[src/rtl/nist_mon_pkg.sv]
// Shared state encodings and fail-window counter constants for the NIST health monitor.
package nist_mon_pkg;

   typedef enum logic [1:0] {
      ST_WARMUP = 2'd0,
      ST_RUN    = 2'd1,
      ST_ALARM  = 2'd2
   } mon_state_e;

   localparam int FAIL_WIN_W = 8;
   localparam logic [FAIL_WIN_W-1:0] FAIL_WIN_MAX = 8'hFF;
   localparam logic [FAIL_WIN_W-1:0] FAIL_WIN_ONE = 8'h01;

   function automatic logic [FAIL_WIN_W-1:0] fail_win_sat_inc(input logic [FAIL_WIN_W-1:0] v);
      logic [FAIL_WIN_W-1:0] r;
      if (v == FAIL_WIN_MAX) begin
         r = FAIL_WIN_MAX;
      end else begin
         r = v + FAIL_WIN_ONE;
      end
      return r;
   endfunction

endpackage

[src/rtl/nist_fail_track.sv]
// Per-test tracker: rising-edge event detect, per-window sticky fail flag and
// saturating count of consecutive failing windows.
module nist_fail_track
   import nist_mon_pkg::*;
#(
   parameter int FAIL_LIMIT = 3
) (
   input  logic clk,
   input  logic rst,
   input  logic clr_i,
   input  logic hold_i,
   input  logic win_end_i,
   input  logic err_i,
   output logic wfail_o,
   output logic next_consec_hit_o
);

   localparam int CW = $clog2(FAIL_LIMIT + 1);
   localparam logic [CW-1:0] LIMIT = CW'(FAIL_LIMIT);
   localparam logic [CW-1:0] ONE   = CW'(1'b1);

   logic          err_q;
   logic          win_fail_q, win_fail_d;
   logic [CW-1:0] consec_q, consec_d, consec_nxt_s;
   logic          event_s, wfail_s;

   assign event_s = err_i & ~err_q;

   // An event in the window's last cycle still belongs to that window.
   always_comb begin
      wfail_s      = 1'b0;
      consec_nxt_s = '0;
      win_fail_d   = win_fail_q;
      consec_d     = consec_q;
      if (hold_i) begin
         wfail_s = 1'b0;
      end else begin
         wfail_s = win_fail_q | event_s;
      end
      if (!wfail_s) begin
         consec_nxt_s = '0;
      end else if (consec_q >= LIMIT) begin
         consec_nxt_s = LIMIT;
      end else begin
         consec_nxt_s = consec_q + ONE;
      end
      if (clr_i || hold_i) begin
         win_fail_d = 1'b0;
         consec_d   = '0;
      end else if (win_end_i) begin
         win_fail_d = 1'b0;
         consec_d   = consec_nxt_s;
      end else begin
         win_fail_d = wfail_s;
         consec_d   = consec_q;
      end
   end

   assign wfail_o           = wfail_s;
   assign next_consec_hit_o = (consec_nxt_s == LIMIT);

   always_ff @(posedge clk or posedge rst) begin
      if (rst) begin
         err_q      <= 1'b0;
         win_fail_q <= 1'b0;
         consec_q   <= '0;
      end else begin
         err_q      <= err_i;
         win_fail_q <= win_fail_d;
         consec_q   <= consec_d;
      end
   end

endmodule

[src/rtl/nist_health_monitor.sv]
// Windowed health monitor over the NIST test error flags: WARMUP/RUN/ALARM FSM,
// registered healthy qualifier, sticky alarm with per-test fail mask.
module nist_health_monitor
   import nist_mon_pkg::*;
#(
   parameter int N_TESTS    = 4,
   parameter int WIN_LOG2   = 10,
   parameter int WARMUP_WIN = 2,
   parameter int FAIL_LIMIT = 3
) (
   input  logic                  clk,
   input  logic                  rst,
   input  logic [N_TESTS-1:0]    error_in,
   input  logic                  clr_alarm,
   output logic                  rnd_ok,
   output logic                  alarm,
   output logic [N_TESTS-1:0]    fail_mask,
   output logic [FAIL_WIN_W-1:0] fail_windows,
   output logic                  win_end
);

   localparam logic [WIN_LOG2-1:0] WIN_ONE   = WIN_LOG2'(1'b1);
   localparam logic [3:0]          WARM_LAST = 4'(WARMUP_WIN - 1);
   localparam logic [3:0]          WARM_ONE  = 4'd1;

   mon_state_e            state_q, state_d;
   logic [WIN_LOG2-1:0]   win_cnt_q;
   logic [3:0]            warm_cnt_q, warm_cnt_d;
   logic [N_TESTS-1:0]    fail_mask_q, fail_mask_d;
   logic [FAIL_WIN_W-1:0] fail_win_q, fail_win_d;
   logic [N_TESTS-1:0]    wfail_s, hit_s;
   logic                  rnd_ok_q, alarm_q, hold_s;

   assign win_end = &win_cnt_q;
   assign hold_s  = (state_q != ST_RUN);

   for (genvar gi = 0; gi < N_TESTS; gi++) begin : g_track
      nist_fail_track #(
         .FAIL_LIMIT(FAIL_LIMIT)
      ) u_track (
         .clk              (clk),
         .rst              (rst),
         .clr_i            (clr_alarm),
         .hold_i           (hold_s),
         .win_end_i        (win_end),
         .err_i            (error_in[gi]),
         .wfail_o          (wfail_s[gi]),
         .next_consec_hit_o(hit_s[gi])
      );
   end

   // Clear wins over every transition; the window counter is never restarted.
   always_comb begin
      state_d     = state_q;
      warm_cnt_d  = warm_cnt_q;
      fail_mask_d = fail_mask_q;
      fail_win_d  = fail_win_q;
      if (clr_alarm) begin
         state_d     = ST_WARMUP;
         warm_cnt_d  = '0;
         fail_mask_d = '0;
         fail_win_d  = '0;
      end else begin
         case (state_q)
            ST_WARMUP: begin
               if (!win_end) begin
                  warm_cnt_d = warm_cnt_q;
               end else if (warm_cnt_q == WARM_LAST) begin
                  state_d    = ST_RUN;
                  warm_cnt_d = '0;
               end else begin
                  warm_cnt_d = warm_cnt_q + WARM_ONE;
               end
            end
            ST_RUN: begin
               if (win_end) begin
                  if (|wfail_s) begin
                     fail_win_d = fail_win_sat_inc(fail_win_q);
                  end else begin
                     fail_win_d = fail_win_q;
                  end
                  if (|hit_s) begin
                     state_d     = ST_ALARM;
                     fail_mask_d = hit_s;
                  end else begin
                     state_d = ST_RUN;
                  end
               end else begin
                  state_d = ST_RUN;
               end
            end
            ST_ALARM: begin
               state_d = ST_ALARM;
            end
            default: begin
               state_d    = ST_WARMUP;
               warm_cnt_d = '0;
            end
         endcase
      end
   end

   always_ff @(posedge clk or posedge rst) begin
      if (rst) begin
         state_q     <= ST_WARMUP;
         win_cnt_q   <= '0;
         warm_cnt_q  <= '0;
         fail_mask_q <= '0;
         fail_win_q  <= '0;
         rnd_ok_q    <= 1'b0;
         alarm_q     <= 1'b0;
      end else begin
         state_q     <= state_d;
         win_cnt_q   <= win_cnt_q + WIN_ONE;
         warm_cnt_q  <= warm_cnt_d;
         fail_mask_q <= fail_mask_d;
         fail_win_q  <= fail_win_d;
         rnd_ok_q    <= (state_d == ST_RUN);
         alarm_q     <= (state_d == ST_ALARM);
      end
   end

   assign rnd_ok       = rnd_ok_q;
   assign alarm        = alarm_q;
   assign fail_mask    = fail_mask_q;
   assign fail_windows = fail_win_q;

endmodule

[config.mk]
export PLATFORM = sky130hd
export DESIGN_NAME = nist_health_monitor
export DESIGN_NICKNAME = d
export VERILOG_FILES = /design/src/rtl/nist_mon_pkg.sv /design/src/rtl/nist_fail_track.sv /design/src/rtl/nist_health_monitor.sv
export SDC_FILE = /design/constraint.sdc
export NUM_CORES = 1
export LEC_CHECK = 0
export ABC_AREA = 1
export BUFFER_PORTS_ARGS = -buffer_cell sky130_fd_sc_hd__buf_4
export CAP_MARGIN = 25
export CORE_MARGIN = 2
export CORE_UTILIZATION = 31
export CTS_CLUSTER_DIAMETER = 150
export DETAILED_ROUTE_END_ITERATION = 10
export PLACE_DENSITY = 0.52
export SYNTH_ARGS = -nofsm -noshare
export SYNTH_HDL_FRONTEND = slang
export SYNTH_SLANG_ARGS = --single-unit
[constraint.sdc]
create_clock -name clk -period 3.07 [get_ports clk]
set_input_delay 0.1535 -clock clk [delete_from_list [all_inputs] [get_ports clk]]
set_output_delay 0.1535 -clock clk [all_outputs]
set_load 0.1 [all_outputs]
* Word-level counts from Yosys, hierarchy flattened *
Index checks and enable logic that the tools add are counted.

storage, ports and cells
  register bits after elaboration = 46
  bits in read-only memories = 0
  word-level logic and storage cells = 116
  bits in writable memories = 0
  output and inout bits = 15
  memories = 0
  latch bits = 0

cells by class
  eq/ne operators = 13
  bitwise logic cells = 12
  shifts and indexed selects = 0
  magnitude comparators = 4
  $add $sub $neg = 7
  mux-type cells = 47
  reductions and logical operators = 14
  multipliers = 0
  divide/modulo/power cells = 0

operators by type and width
  cell                     count
  $mux W2                  21
  $mux W8                  5
  $mux W4                  7
  $eq A2 B2 Y1 const B     6
  $mux W1                  12
  $add A10 B1 Y10 const B  1
  $reduce_and A10 Y1       1
  $reduce_bool A2 Y1       5
  $add A2 B1 Y2 const B    4
  $add A8 B1 Y8 const B    1
  $eq A8 B8 Y1 const B     1
  $ge A2 B2 Y1 const B     4
  $pmux W4 S2              1
  $reduce_or A4 Y1         2
  $pmux W2 S3              1
  $reduce_and A3 Y1        2
  $add A4 B1 Y4 const B    1
  $and A1 B1 Y1            4
  $eq A2 B1 Y1 const B     2
  $eq A4 B1 Y1 const B     1
  $ne A2 B1 Y1 const B     2
  $not A1 Y1               4
  $or A1 B1 Y1             4
  $ne A3 B3 Y1 const B     1
  other kinds (4)          4

* Longest topological paths before layout *
  depth in word-level cells = 12
  gate-level depth with buffers = 11

* Cells and area by module *
From an unflattened synthesis, not the netlist that was laid out.

second synthesis, totals
  cells, all modules = 306
  area, all modules = 2467.4 um^2

modules (own cells, without submodules)
  module               instances  cells each  area an instance (um^2)
  nist_health_monitor  1          194         1641.6
  nist_fail_track      4          28          206.4

* Worst setup path after synthesis *
Ideal clock, no wire load.

  path kind = register to register
  from = register fail_win_q[1] (netlist: fail_windows[1])
  to = register fail_win_q[5] (netlist: fail_windows[5])
  library setup time = 0.083 ns
  data required time = 2.987 ns
  path buffers = 0
  setup slack = 1.006 ns
  stages on the path, launching flop included = 10
  data arrival time = 1.981 ns
  cells stage by stage = dfrtp_1 ha_1 nand2_1 inv_1 nand3_1 nor2_1 a21oi_1 o21ai_0 nand2_1 o21ai_0

on the way
  longest elaborated chain between the ends = 6
  elaborated cells between the ends (all ways) = 7
  classes of those cells = add/sub (1); eq/ne (1); mux (5)

RTL lines
  element                                        line                                    RTL
  start: declaration                             nist_health_monitor.sv:30               logic [FAIL_WIN_W-1:0] fail_win_q, fail_win_d;
  start signal: assignment                       nist_health_monitor.sv:117              fail_win_q <= fail_win_d;
  $add A8 B1 Y8 or $eq A8 B8 Y1 (tied branches)  nist_mon_pkg.sv:19, nist_mon_pkg.sv:16
  $mux W8 *                                      nist_mon_pkg.sv:16                      if (v == FAIL_WIN_MAX) begin
  $mux W8 *                                      nist_health_monitor.sv:77               if (|wfail_s) begin
  $mux W8 *                                      nist_health_monitor.sv:76               if (win_end) begin
  $mux W8 *                                      nist_health_monitor.sv:64               case (state_q)
  $mux W8 *                                      nist_health_monitor.sv:58               if (clr_alarm) begin

Every way passes the cells marked *; elsewhere a longest branch is shown, timed or not. The select of a mux whose other input is x is not followed.
A chain may end at the register's enable or synchronous reset.

* Final worst setup path *
  from = register state_q[1]
  to = register g_track[1].u_track.consec_q[1]

on the way
  longest elaborated chain between the ends = 5
  elaborated cells between the ends (all ways) = 7
  classes of those cells = eq/ne (1); mux (4); reduce/logical (2)

RTL lines
  element                   line                        RTL
  start: declaration        nist_health_monitor.sv:26   mon_state_e state_q, state_d;
  start signal: assignment  nist_health_monitor.sv:113  state_q <= state_d;
  $ne A2 B1 Y1 *            nist_health_monitor.sv:35   assign hold_s = (state_q != ST_RUN);
  $mux W1                   nist_fail_track.sv:35       if (hold_i) begin
  $mux W2                   nist_fail_track.sv:40       if (!wfail_s) begin
  $mux W2                   nist_fail_track.sv:50       end else if (win_end_i) begin
  $mux W2                   nist_fail_track.sv:47       if (clr_i || hold_i) begin
  end signal: assignment    nist_fail_track.sv:70       consec_q <= consec_d;
  end: declaration          nist_fail_track.sv:24       logic [CW-1:0] consec_q, consec_d, consec_nxt_s;

Marks and branches as above.

==> impl_metrics.tcl <==
set metrics [dict create \
    status "completed" \
    final_antenna_net_count 0 \
    cap_violations 0 \
    nets 301 \
    yosysTopAreaCell "dfrtp_1" \
    dp.cells 373 \
    dr.pass1.iters 4 \
    rsz0062_at_grt "false" \
    finalSetupTns_ns 0 \
    grt_use_total_pct 11.50 \
    io-pin-count 22 \
    clkLatencyLatePin_ns 0.29 \
    synthAdderAreaFrac_pct 4.384 \
    yosysSeqAreaShare_pct 50.41 \
    drt-total-wl_um 4341 \
    wl_met3_um 118 \
    synth.avg_cell_area_um2 8.955 \
    clock_skew_ns 0.01033 \
    crit_fanout 12 \
    leakagePower_nw 1.377 \
    ys_seq_elements 46 \
    antenna_found_initial 0 \
    areaGrowthSynthToFinish_pct 18.30 \
    worstMarginPinSlew_ns 0.5339 \
    place_hpwl_um 3135 \
    finalInstanceArea_um2 2701 \
    port_buffers 21 \
    yosys-top-cells-area "dfrtp_1 50%, nand2_1 7.6%, inv_1 6.9%" \
    wl_per_cell_um 11.25 \
    required_ns 3.24 \
    synth_async_sr_flop_share_pct 100.0 \
    hold_violations 0 \
    dieHeight_um 89.83 \
    drc 0 \
    grt_max_degree 32 \
    crit_path_start_kind "register" \
    setup_viol 0 \
    synth.top_cell.area_share_pct 50.41 \
    synth.mux.area_fraction_pct 0 \
    cts_tree "built" \
    cts_resized 0 \
    cp-end-kind "register" \
    num_vias 1670 \
    drt_iter0_markers 53 \
    drive_above_1_share_pct 18.82 \
    wl_met2_um 1969 \
    powerDensity_nw_per_um2 429.1 \
    postCtsSetupBuffers 0 \
    ctsLongestPathBuffers 2 \
    routabilityCongestion 0.8072 \
    synth-edff-count 0 \
    finalMaxSlewViolations 0 \
    grt_overflow 0 \
    path_class "register to register" \
    yosysWarnings 0 \
    relSlewSlack_pct 64.33 \
    dieWidth_um 89.83 \
    hold_path.class "primary input to register" \
    post-route-period-util_pct 60.46 \
    pre_cts_slack_ns 1.247 \
    grt_pass1_vias 1645 \
    fmax_mhz 538.7 \
    htree_levels 2 \
    period_needed_ns 1.856 \
    grt_first_pass_wirelength_um 7672 \
    netlist_area_um2 2283 \
    peakVddDrop_uv 223.0 \
    critPathArrivalTime_ns 2.03 \
    rows 31 \
    cts_buffers 5 \
    dpl_cell_area_um2 2565 \
    die_area_um2 8069 \
    coreArea_um2 7176 \
    synth_top_family_by_area "simple AND/OR/NAND/NOR gates" \
    stdcell_count 386 \
    synth_common_cells "46 x dfrtp_1, 46 x nand2_1, 42 x inv_1" \
    synth_cells 255 \
    postLayoutCoreUtil_pct 37.65 \
    initial_core_util_pct 31.82 \
    viasPerCell 4.326 \
    cts.sinks 46 \
    post_synth_and_or_nand_nor_area_fraction_pct 21.53 \
    synthesis.nets 270 \
    synthFlopType "dfrtp_1" \
    antenna_cells 0 \
    synth_compound_area_share_pct 11.84 \
    setup_ws_ns 1.214 \
    wl_met1_um 2221 \
    path_clk_slew_ns 0.09 \
    ys_types 33 \
    top_layer_used "met4" \
    root_buffer "clkbuf_8" \
    synth-xor-area-share_pct 3.452 \
]
==> worst paths after layout <==
kind	start	end	slack (ns)	cells after the start
min in group asynchronous	rst	fail_windows[1]	0.40	3
setup / recovery	state_q[1]	g_track[1].u_track.consec_q[1]	1.21	7
hold / removal	clr_alarm	fail_mask[1]	0.18	4
max in group asynchronous	rst	g_track[3].u_track.err_q	2.17	4
setup reg to reg	state_q[1]	g_track[1].u_track.consec_q[1]	1.21	7
hold reg to reg	win_cnt_q[0]	win_cnt_q[0]	0.45	1
==> through the flow <==
| step | hold slack [ns] | total power, W |
|---|---|---|
| 2_1_floorplan | 0.1849 | 0.0007606 |
| 3_3_place_gp | 0.2740 | 0.0007946 |
| 3_5_place_dp | 0.1718 | 0.0007993 |
| 4_1_cts | 0.1772 | 0.001179 |
| 5_1_grt | 0.2022 | 0.001225 |
| 6_report | 0.1770 | 0.001159 |
==> power breakdown <==
group          total, W  leakage [nW]  switching, W  internal (W)
Combinational  0.000146         0.717     0.0000947     0.0000511
Sequential     0.000645         0.615     0.0000191      0.000626
Clock          0.000368        0.0452      0.000207      0.000161
Total           0.00116          1.38      0.000321      0.000838
==> sequential cells by signal, indices dropped and copies added (netlist names) <==
name / count
alarm: 1
g_track.u_track.win_fail_q: 4
g_track.u_track.err_q: 4
g_track.u_track.consec_q: 8
warm_cnt_q: 4
fail_mask: 4
rnd_ok: 1
fail_windows: 8
win_cnt_q: 10
state_q: 2
==> kinds of logic (layout without fill, tap and decap cells) <==
logic type | Yosys count | in the layout
fa+ha+maj | 8 | 8
xor+xnor | 9 | 9
compound gates | 42 | 42
flops | 46 | 46
simple gates | 102 | 102
buf+inv | 48 | 80
==> layout make-up <==
type | count | area [um^2]
Clock inverter | 2 | 13.76
Tap cell | 99 | 123.9
Sequential cell | 46 | 1151
Timing Repair Buffer | 27 | 227.7
Clock buffer | 6 | 72.57
Multi-Input combinational cell | 161 | 940.9
Inverter | 45 | 171.4
Fill cell | 736 | 4474
==> placed cells by master, fill, tap and decap left out, types with 7 or more instances in the layout <==
| master | n |
|---|---|
| a21oi_1 | 7 |
| buf_4 | 21 |
| dfrtp_1 | 46 |
| ha_1 | 8 |
| inv_1 | 41 |
| nand2_1 | 46 |
| nand2_2 | 7 |
| nand3_1 | 19 |
| nor2_1 | 17 |
| o21ai_0 | 18 |
| xor2_1 | 7 |
==> layer usage <==
| layer | global-route usage (%) | vias up |
|---|---|---|
| met2 | 18.50 | 18 |
| met1 | 15.63 | 781 |
| li1 | - | 869 |
| met3 | 2.598 | 2 |
| met4 | 3.333 | 0 |
| met5 | 0 | - |
==> worst max-delay path, cell delays in order (launching register included) <==
cell	delay, ns
dfrtp_1	0.42
inv_1	0.10
ha_1	0.33
inv_1	0.07
nor2_1	0.30
nand2_2	0.25
a21oi_1	0.21
a21oi_1	0.06
==> timing repair <==
action	4_1_cts	5_1_grt
setup endpoints to repair	0	0
hold buffers	5	0
endpoints found under the hold margin	19	0
(Power assumes the default switching activity.)
